`config.mk`:
```
export PLATFORM = sky130hd
export DESIGN_NAME = ram_dma_flat
export DESIGN_NICKNAME = d
export VERILOG_FILES = /design/src/rtl/ram_dma_pkg.sv /design/src/rtl/ram_dma_if.sv /design/src/rtl/ram_dma.sv /design/src/flat_wrapper.sv
export SDC_FILE = /design/constraint.sdc
export NUM_CORES = 1
export LEC_CHECK = 0
export CAP_MARGIN = 20
export CORE_UTILIZATION = 30
export DETAILED_ROUTE_END_ITERATION = 10
export PLACE_DENSITY = 0.54
export SLEW_MARGIN = 20
export SYNTH_ARGS = -nofsm -noshare
export SYNTH_HDL_FRONTEND = slang
export SYNTH_SLANG_ARGS = --single-unit
```
`constraint.sdc`:
```
create_clock -name clk -period 3.95 [get_ports clk]
set_input_delay 0.395 -clock clk [delete_from_list [all_inputs] [get_ports clk]]
set_output_delay 0.395 -clock clk [all_outputs]
set_load 0.01 [all_outputs]
```
`src/rtl/ram_dma_pkg.sv`:
```
// Shared types and constants for the ram_dma block copy/fill engine.
package ram_dma_pkg;

    localparam int DEF_WIDTH      = 16;
    localparam int DEF_ADDR_WIDTH = 15;

    localparam logic MODE_COPY = 1'b0;
    localparam logic MODE_FILL = 1'b1;

    typedef enum logic [1:0] {
        IDLE  = 2'd0,
        READ  = 2'd1,
        WRITE = 2'd2,
        DONE  = 2'd3
    } state_t;

endpackage

```
`src/rtl/ram_dma_if.sv`:
```
// Command/status and RAM-port bundle for ram_dma; the engine is the RAM bus master.
interface ram_dma_if #(
    parameter int WIDTH      = 16,
    parameter int ADDR_WIDTH = 15
);
    logic                  start;
    logic                  mode;
    logic [ADDR_WIDTH-1:0] src;
    logic [ADDR_WIDTH-1:0] dst;
    logic [ADDR_WIDTH:0]   len;
    logic [WIDTH-1:0]      fill_value;
    logic                  busy;
    logic                  done;
    logic                  mem_load;
    logic [ADDR_WIDTH-1:0] mem_address;
    logic [WIDTH-1:0]      mem_in;
    logic [WIDTH-1:0]      mem_out;

    modport master (
        input  start, mode, src, dst, len, fill_value, mem_out,
        output busy, done, mem_load, mem_address, mem_in
    );

    modport slave (
        output start, mode, src, dst, len, fill_value, mem_out,
        input  busy, done, mem_load, mem_address, mem_in
    );
endinterface

```
`src/rtl/ram_dma.sv`:
```
// Block copy/fill engine driving a single-port RAM: ascending copy (two cycles
// per word) or constant fill (one cycle per word), one command at a time.
module ram_dma
    import ram_dma_pkg::*;
#(
    parameter int WIDTH      = DEF_WIDTH,
    parameter int ADDR_WIDTH = DEF_ADDR_WIDTH
) (
    input  logic       clk,
    input  logic       reset,
    ram_dma_if.master  bus
);

    localparam logic [ADDR_WIDTH-1:0] PTR_ONE  = {{(ADDR_WIDTH-1){1'b0}}, 1'b1};
    localparam logic [ADDR_WIDTH:0]   CNT_ONE  = {{ADDR_WIDTH{1'b0}}, 1'b1};
    localparam logic [ADDR_WIDTH:0]   CNT_ZERO = '0;

    state_t                state_reg, state_next;
    logic                  mode_reg, mode_next;
    logic [ADDR_WIDTH-1:0] src_ptr_reg, src_ptr_next;
    logic [ADDR_WIDTH-1:0] dst_ptr_reg, dst_ptr_next;
    logic [ADDR_WIDTH:0]   remaining_reg, remaining_next;
    logic [WIDTH-1:0]      data_reg, data_next;

    always_ff @(posedge clk or posedge reset) begin
        if (reset) begin
            state_reg     <= IDLE;
            mode_reg      <= 1'b0;
            src_ptr_reg   <= '0;
            dst_ptr_reg   <= '0;
            remaining_reg <= '0;
            data_reg      <= '0;
        end else begin
            state_reg     <= state_next;
            mode_reg      <= mode_next;
            src_ptr_reg   <= src_ptr_next;
            dst_ptr_reg   <= dst_ptr_next;
            remaining_reg <= remaining_next;
            data_reg      <= data_next;
        end
    end

    // In fill mode the constant is parked in data_reg, so WRITE always drives data_reg.
    always_comb begin
        state_next      = state_reg;
        mode_next       = mode_reg;
        src_ptr_next    = src_ptr_reg;
        dst_ptr_next    = dst_ptr_reg;
        remaining_next  = remaining_reg;
        data_next       = data_reg;
        bus.busy        = 1'b0;
        bus.done        = 1'b0;
        bus.mem_load    = 1'b0;
        bus.mem_address = '0;
        bus.mem_in      = '0;

        case (state_reg)
            IDLE: begin
                if (bus.start) begin
                    mode_next      = bus.mode;
                    src_ptr_next   = bus.src;
                    dst_ptr_next   = bus.dst;
                    remaining_next = bus.len;
                    data_next      = bus.fill_value;
                    if (bus.len == CNT_ZERO)
                        state_next = DONE;
                    else if (bus.mode == MODE_COPY)
                        state_next = READ;
                    else
                        state_next = WRITE;
                end
            end
            READ: begin
                bus.busy        = 1'b1;
                bus.mem_address = src_ptr_reg;
                data_next       = bus.mem_out;
                state_next      = WRITE;
            end
            WRITE: begin
                bus.busy        = 1'b1;
                bus.mem_load    = 1'b1;
                bus.mem_address = dst_ptr_reg;
                bus.mem_in      = data_reg;
                remaining_next  = remaining_reg - CNT_ONE;
                src_ptr_next    = src_ptr_reg + PTR_ONE;
                dst_ptr_next    = dst_ptr_reg + PTR_ONE;
                if (remaining_reg == CNT_ONE)
                    state_next = DONE;
                else if (mode_reg == MODE_COPY)
                    state_next = READ;
            end
            DONE: begin
                bus.done   = 1'b1;
                state_next = IDLE;
            end
            default: state_next = IDLE;
        endcase
    end

endmodule

```
`src/flat_wrapper.sv`:
```
// flat-port wrapper written by rule: the top's interface ports become plain ports
module ram_dma_flat import ram_dma_pkg::*;
#(
    parameter int WIDTH      = DEF_WIDTH,
    parameter int ADDR_WIDTH = DEF_ADDR_WIDTH
)
  (clk, reset, bus_start, bus_mode, bus_src, bus_dst, bus_len, bus_fill_value, bus_mem_out, bus_busy, bus_done, bus_mem_load, bus_mem_address, bus_mem_in);
  ram_dma_if #(.WIDTH(WIDTH), .ADDR_WIDTH(ADDR_WIDTH)) bus_i ();
  input  logic clk;
  input  logic reset;
  input wire logic [$bits(bus_i.start)-1:0] bus_start;
  input wire logic [$bits(bus_i.mode)-1:0] bus_mode;
  input wire logic [$bits(bus_i.src)-1:0] bus_src;
  input wire logic [$bits(bus_i.dst)-1:0] bus_dst;
  input wire logic [$bits(bus_i.len)-1:0] bus_len;
  input wire logic [$bits(bus_i.fill_value)-1:0] bus_fill_value;
  input wire logic [$bits(bus_i.mem_out)-1:0] bus_mem_out;
  output wire logic [$bits(bus_i.busy)-1:0] bus_busy;
  output wire logic [$bits(bus_i.done)-1:0] bus_done;
  output wire logic [$bits(bus_i.mem_load)-1:0] bus_mem_load;
  output wire logic [$bits(bus_i.mem_address)-1:0] bus_mem_address;
  output wire logic [$bits(bus_i.mem_in)-1:0] bus_mem_in;
  assign bus_i.start = bus_start;
  assign bus_i.mode = bus_mode;
  assign bus_i.src = bus_src;
  assign bus_i.dst = bus_dst;
  assign bus_i.len = bus_len;
  assign bus_i.fill_value = bus_fill_value;
  assign bus_i.mem_out = bus_mem_out;
  assign bus_busy = bus_i.busy;
  assign bus_done = bus_i.done;
  assign bus_mem_load = bus_i.mem_load;
  assign bus_mem_address = bus_i.mem_address;
  assign bus_mem_in = bus_i.mem_in;
  ram_dma #(.WIDTH(WIDTH), .ADDR_WIDTH(ADDR_WIDTH)) u_core (.clk(clk), .reset(reset), .bus(bus_i));
endmodule
```
### After elaboration in Yosys (flattened, before gate mapping)

Index checks and enable logic that the tools add are counted.

| storage, ports and cells | value |
|---|---|
| memories | 0 |
| ROM bits | 0 |
| word-level logic and storage cells | 43 |
| latch bits | 0 |
| register bits | 65 |
| input port bits | 82 |
| bits in writable memories | 0 |

| cells by class | value |
|---|---|
| mux-type cells | 19 |
| $mul | 0 |
| bitwise operators | 0 |
| reductions and logical operators | 9 |
| magnitude comparators | 0 |
| shift operators | 0 |
| equality and inequality tests | 6 |
| $add $sub $neg | 3 |
| div/mod/pow operators | 0 |

Operators by type and width:

| cell | number |
|---|---|
| $pmux 15 s2 | 3 |
| $pmux 16 s2 | 2 |
| $mux 16 | 3 |
| $add 15x1->15 const B | 2 |
| $mux 15 | 2 |
| $eq 16x1->1 const B | 1 |
| $logic_not 16->1 | 1 |
| $sub 16x1->16 const B | 1 |
| $mux 2 | 5 |
| $pmux 2 s4 | 1 |
| $reduce_and 2->1 | 4 |
| $eq 2x2->1 const B | 2 |
| $reduce_bool 2->1 | 2 |
| $mux 1 | 3 |
| $ne 3x3->1 const B | 1 |
| $eq 2x1->1 const B | 1 |
| $logic_not 2->1 | 1 |
| $ne 2x2->1 const B | 1 |
| $reduce_or 2->1 | 1 |

### Logic depth before layout (Yosys ltp)

Gate-level depths: netlist of run 1.

| depth | value |
|---|---|
| depth after elaboration | 4 |
| mapped depth | 10 |
| mapped depth without buffers | 7 |

### Least setup slack after synthesis of run 1

No wires, ideal clock.

| timing | value |
|---|---|
| path type | reg-to-output |
| start | reg u_core.state_reg[0] |
| end | out bus_mem_address[0] |
| path slack | 1,866 ps |
| required time | 3,555 ps |
| arrival time | 1,689 ps |
| stages on the path, launching flop included | 8 |
| path through | dfrtp_1 > inv_1 > ha_1 > buf_2 > buf_2 > buf_1 > nand2_1 > a21boi_0 |

| between the ends | value |
|---|---|
| longest elaborated chain between the ends | 2 |

RTL lines:

| what | RTL line | RTL |
|---|---|---|
| start: declaration | ram_dma.sv:18 | `state_t state_reg, state_next;` |
| start signal: assignment | ram_dma.sv:34 | `state_reg <= state_next;` |
| $eq 2x2->1 or $eq 2x1->1 (tied branches) | ram_dma.sv:57 | `case (state_reg)` |
| $pmux 15 s2 (*) | ram_dma.sv:57 |  |
| end: declaration | flat_wrapper.sv:21 | `output wire logic [$bits(bus_i.mem_address)-1:0] bus_mem_address;` |

Mark *: on every way between the ends. The rest lies on a longest branch, timed or not.

### Final worst setup path of run 1

Ends and elaborated chain as after synthesis.

==> impl_metrics.json, run 1 <==
{
  "r2r_start": "u_core.state_reg[0]",
  "wl_per_cell_um": 16.83,
  "die_area_um2": 14100,
  "cts_buffers": 9,
  "worstPathCellList": "inv_1, ha_4, buf_4, nand2_1, a21boi_0, clkdlybuf4s50_1",
  "cts_tree": "built",
  "worstSkewPairLatency_ns": 0.33,
  "antenna_cells": 0,
  "viasPerCell": 5.297,
  "ant_nets": 0,
  "final.setup_skew_ns": 0.004833,
  "slew_violations": 0,
  "rows": 42,
  "fin_tns_setup_ns": 0,
  "setup_violations": 0,
  "gp_congestion": 0.7895,
  "grt_pass1_vias": 4064,
  "post-route-util_pct": 43.01,
  "synth_area_um2": 4089,
  "synth_largest_area_cell": "dfrtp_1",
  "cp_num_cells": 6,
  "grt.total_usage_pct": 19.01,
  "path_delay_family": "buffers and inverters",
  "gr-total-overflow": 0,
  "ys_warn_count": 0,
  "crit_path_start_kind": "register",
  "crit_start": "u_core.state_reg[0]",
  "synth_edf_count": 0,
  "fmax_mhz": 339.8,
  "drive_above_1_share_pct": 5.852,
  "r2r_slack_ns": 1.28,
  "grt_antenna_before_repair": 0,
  "status": "complete, no violations",
  "tightest_slew_ns": 0.8100,
  "arrival_ns": 2.55,
  "critPathBufInv": 3,
  "cp-end-kind": "primary output",
  "fin_crit_sh_pct": 74.51,
  "syn_nets": 568,
  "area.growth.synth_to_final_pct": 39.29,
  "routed_wl_um": 12740,
  "cts_hold_buffers": 0,
  "die_y_um": 118.7,
  "ff2ff_path_depth": 8,
  "fin_nets": 666,
  "period_minus_slack_ns": 2.943,
  "clockRootBuffer": "clkbuf_16",
  "post_cts_buffers": 0,
  "avgSynthCellArea_um2": 8.554,
  "synthCells": 478,
  "synth_top_area_share_pct": 39.78,
  "clock_sinks": 65,
  "cts_resized": 0,
  "async_reset_ff_share_pct": 100.0,
  "via_count": 4010,
  "cp-endpoint": "bus_mem_address[0]",
  "grt_max_degree": 66,
  "cap_violations": 0,
  "synthFlopType": "dfrtp_1",
  "hold_viol_final": 0,
  "core_um2": 13240,
  "r2r-end": "u_core.src_ptr_reg[10]",
  "ir_worst_vdd_mv": 0.4249,
  "drc": 0,
  "clk_pin_slew_worst_paths_ns": 0.05,
  "power_density_nw_per_um2": 820.3,
  "hold_class": "register to register",
  "leakage_nw": 2.193,
  "path_class": "register to primary output",
  "min_from": "u_core.data_reg[13]",
  "fillers": 1353,
  "crit_fanout": 35,
  "dp_hpwl_um": 9109,
  "slowest_stage": "clkdlybuf4s50_1",
  "slowest_delay_ns": 0.58,
  "yosysUniqueCellTypes": 53,
  "ys_seq_elements": 65,
  "drtIter0Drc": 267,
  "grt_pass1_wl_um": 21120,
  "clk_path_buf_depth": 2,
  "initial_core_util_pct": 30.88,
  "htree_levels": 3,
  "firstDrtPassIters": 4,
  "synth_area_leaders": "dfrtp_1 40%, mux2i_1 7.3%, a21oi_1 6.1%",
  "rsz0062_at_grt": "false",
  "crit_required_ns": 3.56,
  "max_slew_margin_pct": 45.92,
  "pin_count": 116,
  "yosysSeqAreaShare_pct": 39.78,
  "io_buffer_count": 115,
  "die_w_um": 118.7
}
-- worst min path at each step --
stage / end / slack, ns / depth (start not counted)
floorplan: u_core.data_reg[0] / 0.44 / 2
global placement: u_core.data_reg[2] / 0.46 / 2
finish: u_core.data_reg[13] / 0.48 / 2
global route: u_core.data_reg[11] / 0.50 / 2
CTS: u_core.data_reg[4] / 0.48 / 2
detailed placement: u_core.data_reg[4] / 0.47 / 2
-- final cells by class --
| cell class | instances | area [um^2] | area share [%] |
|---|---|---|---|
| repair buffers | 122 | 1204 | 21.13 |
| clock buffers | 12 | 256.5 | 4.504 |
| well taps | 176 | 220.2 | 3.866 |
| inverters | 8 | 30.03 | 0.5272 |
| flip-flops and latches | 65 | 1627 | 28.56 |
| multi-input cells | 370 | 2307 | 40.51 |
| clock inverters | 4 | 51.30 | 0.9007 |
-- cell usage after synthesis, types with 2 or more instances --
cell type and instances:
a21boi_0 5, a21oi_1 50, a221o_1 2, a22oi_1 12
a31oi_1 4, a41oi_1 2, and2_1 16, and3_1 10
and4_1 2, buf_1 4, buf_2 14, clkbuf_1 16
dfrtp_1 65, ha_1 8, inv_1 8, mux2_1 2
mux2i_1 30, nand2_1 57, nand3_1 18, nand3b_1 2
nand4_1 9, nor2_1 21, nor2b_1 11, nor3_1 4
nor4_1 5, nor4b_1 2, o21ai_0 38, o22a_1 4
o22ai_1 30, o2bb2a_1 3, or3_1 2
-- stage by stage --
stage / area (um^2) / hold slack (ns) / power [mW] / cells / worst slack, ns
after global routing: 5695 / 0.4992 / 5.061 / 757 / 0.8572
after detailed placement: 5388 / 0.4671 / 3.858 / 741 / 1.308
final: 5695 / 0.4769 / 4.672 / 757 / 1.007
after floorplan: 4089 / 0.4418 / 2.979 / 478 / 1.866
after CTS: 5695 / 0.4828 / 4.698 / 757 / 0.9791
after global placement: 5388 / 0.4552 / 3.807 / 741 / 1.379
-- cells in the final DEF (no fill, tap or decap), drive strengths merged, types with 2 or more instances in the layout --
master | netlist | final
clkdlybuf4s50 | 0 | 115
dfrtp | 65 | 65
nand2 | 57 | 57
a21oi | 50 | 50
o21ai | 39 | 39
o22ai | 30 | 30
mux2i | 30 | 30
nor2 | 21 | 21
nand3 | 18 | 18
and2 | 17 | 17
a22oi | 12 | 12
clkbuf | 16 | 12
nor2b | 11 | 11
and3 | 11 | 11
nand4 | 9 | 9
inv | 8 | 8
ha | 8 | 8
buf | 19 | 7
nor4 | 6 | 6
a21boi | 6 | 6
o22a | 4 | 4
nor3 | 4 | 4
a31oi | 4 | 4
o2bb2a | 3 | 3
and4 | 3 | 3
mux2 | 3 | 3
a41oi | 2 | 2
or3 | 2 | 2
nand3b | 2 | 2
nor4b | 2 | 2
a221o | 2 | 2
o211ai | 2 | 2
or4 | 2 | 2
clkinv | 0 | 2
-- logic make-up (layout without fill, tap and decap cells) --
kind of cell | count (synthesis) | after routing | share of synthesized area [%]
AOI/OAI and AO/OA | 161 | 161 | 24.02
adders and majority gates | 8 | 8 | 2.448
buffers and inverters | 43 | 146 | 4.468
DFF | 65 | 65 | 39.78
muxes | 33 | 33 | 8.170
and+or+nand+nor | 168 | 168 | 21.11
-- power by group --
group          switching (mW)  leakage (nW)  internal, mW  total, mW
logic                    1.30          1.29          1.11       2.41
registers               0.420         0.758          1.02       1.44
clock network           0.302         0.149         0.523      0.825
total                    2.02          2.19          2.65       4.67
-- per-layer routing --
metal / GRT usage [%] / wire [um] / up-vias
met1: 26.00 / 6031 / 1905
met3: 3.571 / 697 / 13
met2: 29.53 / 5833 / 121
met5: 0 / 0 / -
met4: 7.358 / 176 / 0
li1: - / - / 1971
-- worst min-delay path: cells and delay by family, from the launching register on --
| kind | cells | cell delay, ns |
|---|---|---|
| flip-flops | 1 | 0.33 |
| AND/OR/NAND/NOR | 1 | 0.05 |
| AO/OA/AOI/OAI | 1 | 0.06 |
Power figures use the tool's default switching activity.
==> run 2, diff against run 1 <==
==> constraint.sdc (replaced) <==
create_clock -name clk -period 2.9 [get_ports clk]
set_input_delay 0.29 -clock clk [delete_from_list [all_inputs] [get_ports clk]]
set_output_delay 0.29 -clock clk [all_outputs]
set_load 0.01 [all_outputs]
==> run 2 against run 1 <==
Compared with the run above:
- global-route usage down 0.94 points
- clock skew up 0.0016 ns
- register-to-register slack worse by 0.69 ns
- utilization up 0.42 points
- clock-buffer cell count up 1
- flip-flop and latch count unchanged
- cell area up 0.97%
- critical path depth down 1
- sequential share of layout area down 0.27 points
- worst setup slack worse by 0.84 ns
- routed wire length down 1.6%
==> impl_metrics.json, run 2 (same netlist as run 1, synthesis figures left out) <==
{
  "hold_viol_final": 0,
  "die_y_um": 118.7,
  "grt_pass1_vias": 3958,
  "r2r_slack_ns": 0.59,
  "ant_nets": 0,
  "p_int_mw": 3.680,
  "firstDrtPassIters": 5,
  "slowest_delay_ns": 0.60,
  "rows": 42,
  "crit_start": "u_core.state_reg[1]",
  "crit_path_start_kind": "register",
  "fin_crit_sh_pct": 94.37,
  "post_cts_buffers": 0,
  "fmax_mhz": 365.4,
  "power.net_switching_mw": 2.760,
  "holdWs_ns": 0.3582,
  "swShare_pct": 42.86,
  "status": "complete, no violations",
  "worstSkewPairLatency_ns": 0.33,
  "pin_count": 116,
  "hold_class": "primary input to asynchronous set/reset pin",
  "rsz0062_at_grt": "false",
  "io_buffer_count": 115,
  "slowest_stage": "clkdlybuf4s50_1",
  "ir_worst_vdd_mv": 0.3729,
  "dpl_worst_slack_ns": 0.3662,
  "drive_above_1_share_pct": 6.325,
  "core_um2": 13240,
  "fin_tns_setup_ns": 0,
  "area.growth.synth_to_final_pct": 40.64,
  "via_count": 4011,
  "initial_core_util_pct": 30.88,
  "gr-total-overflow": 0,
  "final_area_um2": 5751,
  "setup_ws_ns": 0.1632,
  "pwr-share-seq_pct": 30.1,
  "dp_hpwl_um": 9002,
  "grt_antenna_before_repair": 0,
  "die_area_um2": 14100,
  "grt_max_degree": 66,
  "power.share.clock_pct": 17.2,
  "viasPerCell": 5.271,
  "setup_violations": 0,
  "worstPathCellList": "inv_1, ha_1, nand2_1, a21boi_0, clkdlybuf4s50_1",
  "r2r_start": "u_core.state_reg[0]",
  "slew_violations": 0,
  "power_frac_comb_pct": 52.7,
  "final.setup_skew_ns": 0.006421,
  "cap_violations": 0,
  "cts_hold_buffers": 0,
  "power_density_nw_per_um2": 1120,
  "drc": 0,
  "htree_levels": 3,
  "grt_pass1_wl_um": 20080,
  "max_slew_margin_pct": 55.97,
  "arrival_ns": 2.45,
  "crit_required_ns": 2.61,
  "clockRootBuffer": "clkbuf_16",
  "clock_sinks": 65,
  "grt.total_usage_pct": 18.07,
  "period_minus_slack_ns": 2.737,
  "die_w_um": 118.7,
  "drtIter0Drc": 325,
  "wl_per_cell_um": 16.47,
  "placed_area_um2": 5430,
  "clk_path_buf_depth": 2,
  "clk_pin_slew_worst_paths_ns": 0.05,
  "cts_buffers": 9,
  "cts_resized": 0,
  "ff2ff_path_depth": 7,
  "fillers": 1340,
  "mostFrequentLayoutCell": "clkdlybuf4s50_1",
  "antenna_cells": 0,
  "gp_congestion": 0.8220,
  "tightest_slew_ns": 0.6588,
  "cp-end-kind": "primary output",
  "final_cell_mix": "115 x clkdlybuf4s50_1, 65 x dfrtp_1, 57 x nand2_1, 50 x a21oi_1, 37 x o21ai_0",
  "leakage_nw": 2.226,
  "routed_wl_um": 12530,
  "cts_tree": "built",
  "path_class": "register to primary output",
  "fin_nets": 671,
  "totalPowerFinal_mw": 6.439,
  "crit_fanout": 16
}
[run 2: cell types whose count changed in the layout (fill, tap and decap cells not counted)]
cell	delta
a21boi_2	-1
a21boi_4	+1
buf_12	+1
buf_4	+3
buf_8	+1
clkbuf_1	+1
clkinv_2	-1
clkinv_4	-1
[run 2: area by class of cell]
cell class / instances / area (um^2) / area share [%]
clock inverter: 2 / 37.54 / 0.6527
tap: 176 / 220.2 / 3.829
sequential: 65 / 1627 / 28.29
multi-input combinational: 370 / 2315 / 40.25
clock buffer: 13 / 260.3 / 4.526
inverter: 8 / 30.03 / 0.5222
timing repair buffer: 127 / 1261 / 21.93
[run 2: layer usage]
layer,vias to the layer above,share of wire (%),track usage (%)
li1,1974,-,-
met1,1920,46,24.18
met2,109,47,28.84
met3,8,6.2,4.633
met4,0,0.90,4.747
met5,-,0,0
[run 2: critical path: cells and delay by family (launching register included)]
family,cells,cell delay (ns)
buffers and inverters,2,0.70
DFF,1,0.43
and+or+nand+nor,1,0.11
adders and majority gates,1,0.53
AOI/OAI and AO/OA,1,0.34
[run 2: power by group through the flow]
| stage | clock network (mW) | registers (mW) | logic, mW |
|---|---|---|---|
| after floorplan | 0 | 1.75 | 2.31 |
| after global placement | 0 | 1.92 | 3.31 |
| after detailed placement | 0 | 1.94 | 3.38 |
| after CTS | 1.13 | 1.93 | 3.39 |
| after global routing | 1.16 | 2.02 | 3.78 |
| final | 1.11 | 1.94 | 3.39 |
[run 2: stage by stage]
stage | util (%) | std cells
detailed placement | 41.01 | 745
global route | 43.42 | 761
finish | 43.42 | 761
global placement | 41.01 | 745
CTS | 43.25 | 760
floorplan | - | 478
[run 2: path summary, 6_finish.rpt]
kind,to
min in group clk,u_core.data_reg[0]
max in group asynchronous,u_core.remaining_reg[11]
setup / recovery,bus_mem_address[13]
setup reg to reg,u_core.src_ptr_reg[13]
hold / removal,u_core.src_ptr_reg[6]
hold reg to reg,u_core.data_reg[0]
==> RTL change 1 (settings of run 1) <==
The package constant `DEF_ADDR_WIDTH` goes from 15 to 16.
--- a/src/rtl/ram_dma_pkg.sv
+++ b/src/rtl/ram_dma_pkg.sv
@@ -2,7 +2,7 @@
 package ram_dma_pkg;
 
     localparam int DEF_WIDTH      = 16;
-    localparam int DEF_ADDR_WIDTH = 15;
+    localparam int DEF_ADDR_WIDTH = 16;
 
     localparam logic MODE_COPY = 1'b0;
     localparam logic MODE_FILL = 1'b1;
Ports: changed (resized bus_dst, bus_len, bus_mem_address and bus_src); port bits go from 116 to 120. No check against the original RTL was run, so the function may have changed too.
==> RTL change 1 against run 1 <==
Highest routed layer unchanged; power rose by 0.70%; register-to-register slack improved by 0.12 ns; combinational power is 6% higher; sequential cell count increased by 3; cell area grew 3.6%; area after synthesis up 5.8%; worst hold slack lost 0.0044 ns; worst setup slack lost 0.25 ns; critical endpoint is now bus_mem_address[13]; sequential share of layout area up 0.27 points; routed wire length is 1.1% lower.
==> RTL change 1: results (changes against run 1) <==
Commonest cells post-synth - 68 x sky130_fd_sc_hd__dfrtp_1, 65 x sky130_fd_sc_hd__nand2_1, 53 x sky130_fd_sc_hd__a21oi_1, 44 x sky130_fd_sc_hd__o21ai_0, 34 x sky130_fd_sc_hd__o22ai_1
worst hold path endpoint - u_core.data_reg[14]$_DFFE_PP0P_
first-pass GRT wire length - 20000 um (-5.5%)
sequential cell area fraction in the yosys report - 39.3% (-0.45 points)
Worst path slowest cell - sky130_fd_sc_hd__ha_1
Leak - 2.32 nW (+5.6%)
compound-cell area share of the yosys netlist - 23.7% (-0.31 points)
capture instance of the worst register-to-register path - u_core.remaining_reg[9]$_DFFE_PP0P_
Max VDD drop - 0.390 mV (-8.1%)
mean number of vias per cell - 5.31 (+0.21%)
post-synth cell types - 49 (-7.5%)
status - finished clean
number of global-route vias before repair - 3943 (-3.0%)
ranking of synthesized cells by area - sky130_fd_sc_hd__dfrtp_1 39%, sky130_fd_sc_hd__mux2i_1 7.4%, sky130_fd_sc_hd__a21oi_1 6.1%
DPL Wire Length - 8920 um (-2.1%)
nets in the synthesized netlist - 604 (+6.3%)
setup slack of the worst register-to-register path - 1.40 ns (+0.12 ns)
synthesized-area fraction occupied by adder cells - 2.31% (-0.13 points)
routed via count - 4215 (+5.1%)
Cell Count Post-Placement - 779 (+5.1%)
routability cong. - 0.838 (+6.1%)
arrival time worst endpoint - 2.80 ns (+0.25 ns)
Reg power frac - 30.0% (-0.8 points)
largest net degree at the start of global routing - 76 (+15%)
total combinational power - 2.55 mW (+6%)
worst-path maximum fanout - 19 (-46%)
[RTL change 1: metrics by stage]
step | setup slack (ns) | utilization (%) | total power [mW] | instance area [um2]
finish | 0.755 | 42.2 | 4.70 | 5900
global route | 0.567 | 42.2 | 5.09 | 5900
CTS | 0.722 | 42.1 | 4.74 | 5890
detailed placement | 1.13 | 40.2 | 3.97 | 5620
global placement | 1.12 | 40.2 | 3.92 | 5620
floorplan | 1.84 | - | 3.12 | 4330
[RTL change 1: per-layer routing]
metal	wire length (um)	global-route usage, %	up-vias
li1	-	-	2075
met1	5810	22.7	2007
met2	5970	28.8	127
met3	767	4.17	6
met4	55	2.97	0
met5	0	0	-
[RTL change 1: kinds of logic (layout without fill, tap and decap cells)]
group | count (synthesis) | in the layout
adders and majority gates | 8 | 8
and+or+nand+nor | 183 | 183
muxes | 33 | 33
buffers and inverters | 47 | 150
DFF | 68 | 68
AOI/OAI and AO/OA | 172 | 172
[RTL change 1: worst max path at each step]
stage               slack (ns)  cells past startpoint                              to                            start
detailed placement        1.13                      6             bus_mem_address[13]  u_core.state_reg[1]$_DFFE_PP0P_
finish                    0.75                      6             bus_mem_address[13]  u_core.state_reg[1]$_DFFE_PP0P_
global route              0.57                      6             bus_mem_address[13]  u_core.state_reg[1]$_DFFE_PP0P_
global placement          1.12                      6             bus_mem_address[13]  u_core.state_reg[1]$_DFFE_PP0P_
floorplan                 1.84                      1  u_core.data_reg[0]$_DFFE_PP0P_                            reset
CTS                       0.72                      6             bus_mem_address[13]  u_core.state_reg[1]$_DFFE_PP0P_
[RTL change 1: cell type report]
cell class	count	area, um2
timing repair buffer	125	1250
tap	180	225
multi-input combinational	396	2420
inverter	10	38.8
sequential	68	1700
clock inverter	2	10.0
clock buffer	13	260
fill	1430	8090
==> RTL change 2 (flow settings as in run 1) <==
Made on the original files. Re-encode `state_t` (4 states) as Gray code, 2 bits wide.
--- a/src/rtl/ram_dma_pkg.sv
+++ b/src/rtl/ram_dma_pkg.sv
@@ -8,10 +8,10 @@
     localparam logic MODE_FILL = 1'b1;
 
     typedef enum logic [1:0] {
-        IDLE  = 2'd0,
-        READ  = 2'd1,
-        WRITE = 2'd2,
-        DONE  = 2'd3
+        IDLE  = 2'b00,
+        READ  = 2'b01,
+        WRITE = 2'b11,
+        DONE  = 2'b10
     } state_t;
 
 endpackage
Check against the original RTL: same outputs for any inputs over 10 cycles, from zero or initial values and one cycle with reset high; not proved beyond that.
==> RTL change 2 against run 1 <==
Area after synthesis shrank 2.8%; sequential power shrank 5%; power fell by 18%; routed wire length is 5.2% lower; count of clock-buffer cells in the layout up 1; largest power group unchanged; highest routed layer unchanged; sequential cell count unchanged; cell area fell by 2.7%; worst setup slack better by 0.044 ns; global-route usage down 0.34 points; critical path type unchanged.
==> RTL change 2: results (changes against run 1) <==
share of layout cells above drive strength 1 - 7.35% (+1.5 points)
async set-reset flop share out of synthesis - 100% (unchanged)
final-stage net count - 625 (-6.2%)
capture instance of the worst register-to-register path - u_core.dst_ptr_reg[2]$_DFFE_PP0P_
sequential cell area fraction in the yosys report - 40.9% (+1.2 points)
arrival time worst endpoint - 2.50 ns (-0.05 ns)
setup slack of the worst register-to-register path - 1.48 ns (+0.20 ns)
Clk Latency, worst-skew pair - 0.33 ns (about the same)
depth of the worst register-to-register path - 5 (-3)
worst flop-to-flop path startpoint - u_core.state_reg[1]$_DFFE_PP0P_
htree depth - 3 (unchanged)
Cell Count Post-Placement - 700 (-5.5%)
hold path start - u_core.mode_reg$_DFFE_PP0P_
ranking of synthesized cells by area - sky130_fd_sc_hd__dfrtp_1 41%, sky130_fd_sc_hd__mux2i_1 8.6%, sky130_fd_sc_hd__nor2_1 5.0%
Post-Route Skew - 0.00501 ns (+0.000176 ns)
Max VDD drop - 0.263 mV (-38%)
minimum setup slack after placement - 1.38 ns (+0.0756 ns)
average cell area after synthesis - 9.14 um2 (+6.8%)
DPL Wire Length - 8610 um (-5.5%)
warning count from the yosys run - 0 (unchanged)
number of iterations in the first detailed-routing pass - 4 (unchanged)
antenna violations before repair - 0 (unchanged)
CTS clock-pin slew for the worst setup and hold paths - 0.06 ns
nets in the synthesized netlist - 521 (-8.3%)
post-synth cell types - 58 (+9.4%)
most instantiated flip-flop cell in the synthesis netlist - sky130_fd_sc_hd__dfrtp_1
number of global-route vias before repair - 3911 (-3.8%)
number of I/O port buffers - 115 (unchanged)
first-pass GRT wire length - 19500 um (-7.5%)
Leak - 2.24 nW (+2.3%)
routability cong. - 0.854 (+8.2%)
final hold slack - 0.483 ns (+0.00602 ns)
Commonest cells post-synth - 65 x sky130_fd_sc_hd__dfrtp_1, 53 x sky130_fd_sc_hd__nor2_1, 50 x sky130_fd_sc_hd__nand2_1, 34 x sky130_fd_sc_hd__mux2i_1, 24 x sky130_fd_sc_hd__and3_1
post-detailed-route wirelength per cell - 16.9 um (+0.27%)
global-route total usage across every layer - 18.7% (-0.34 points)
final worst path period need - 2.90 ns (-0.0436 ns)
transition time at the pin with the least slew margin - 0.952 ns (+0.141 ns)
detailed router's first-iteration violation count - 210 (-21%)
max-slew violation count - 0 (unchanged)
routed via count - 3751 (-6.5%)
number of antenna repair diodes - 0 (unchanged)
largest net degree at the start of global routing - 45 (-32%)
hold path depth - 2 (unchanged)
mean number of vias per cell - 5.24 (-1.1%)
total setup buffers inserted after CTS - 0 (unchanged)
CTS buffer count - 9 (unchanged)
maximum buffer depth of the clock tree - 2 (unchanged)
buffer cell driving the clock tree root - sky130_fd_sc_hd__clkbuf_16
worst-path maximum fanout - 27 (-23%)
status - finished clean
worst hold path endpoint - u_core.mode_reg$_DFFE_PP0P_
cts repair resizes - 0 (unchanged)
Min-Delay Path Class - reg2reg
-- RTL change 2: cell count changes in the layout (fill, tap and decap cells not counted), sizes merged, moves of 13 or more --
cell    change
a211oi     +13
and2       -15
a21oi      -39
and3       +13
o21ai      -15
o22ai      -28
nor2       +32
-- RTL change 2: critical path: stages, from the launching register on --
cell and delay, ns:
sky130_fd_sc_hd__dfrtp_1 0.43, sky130_fd_sc_hd__buf_4 0.31, sky130_fd_sc_hd__clkinv_1 0.56, sky130_fd_sc_hd__nor2_1 0.30, sky130_fd_sc_hd__clkdlybuf4s50_1 0.57
-- RTL change 2: final cells by class --
class,count,area [um2]
clock buffers,13,260
well taps,172,215
flip-flops and latches,65,1630
inverters,9,33.8
repair buffers,123,1210
fillers,1261,7230
multi-input cells,331,2150
clock inverters,3,40.0
-- RTL change 2: worst max path at each step --
stage	from	end	cells past startpoint
2_1_floorplan	reset	u_core.data_reg[0]$_DFFE_PP0P_	1
3_3_place_gp	bus_start	u_core.dst_ptr_reg[2]$_DFFE_PP0P_	6
3_5_place_dp	bus_start	u_core.dst_ptr_reg[2]$_DFFE_PP0P_	6
4_1_cts	u_core.state_reg[0]$_DFFE_PP0P_	bus_mem_address[8]	4
5_1_grt	u_core.state_reg[0]$_DFFE_PP0P_	bus_mem_address[4]	4
6_report	u_core.state_reg[0]$_DFFE_PP0P_	bus_mem_address[8]	4
-- RTL change 2: layer usage --
metal  GRT usage (%)  share of wire (%)
met3            3.71                4.6
met1            23.7                 45
met5               0                  0
met4            6.33                1.6
met2            31.7                 48
-- RTL change 2: cells by family (layout without fill, tap and decap cells) --
| group | Yosys count | in the layout | synth area share (%) |
|---|---|---|---|
| flops | 65 | 65 | 40.9 |
| simple gates | 190 | 190 | 25.3 |
| compound gates | 101 | 101 | 18.4 |
| mux | 34 | 34 | 8.56 |
| xor+xnor | 2 | 2 | 0.441 |
| fa+ha+maj | 4 | 4 | 1.26 |
| buf+inv | 39 | 148 | 5.10 |
-- RTL change 2: where the power goes --
| group | switching, mW | internal (mW) |
|---|---|---|
| logic | 0.770 | 0.902 |
| clock network | 0.287 | 0.521 |
| registers | 0.411 | 0.964 |
-- RTL change 2: metrics by stage --
stage / util (%) / power (mW) / area, um2
6_report: 43.4 / 3.85 / 5540
5_1_grt: 43.4 / 4.15 / 5540
4_1_cts: 43.4 / 3.89 / 5540
3_5_place_dp: 41.0 / 3.06 / 5240
3_3_place_gp: 41.0 / 3.03 / 5240
2_1_floorplan: - / 2.31 / 3970
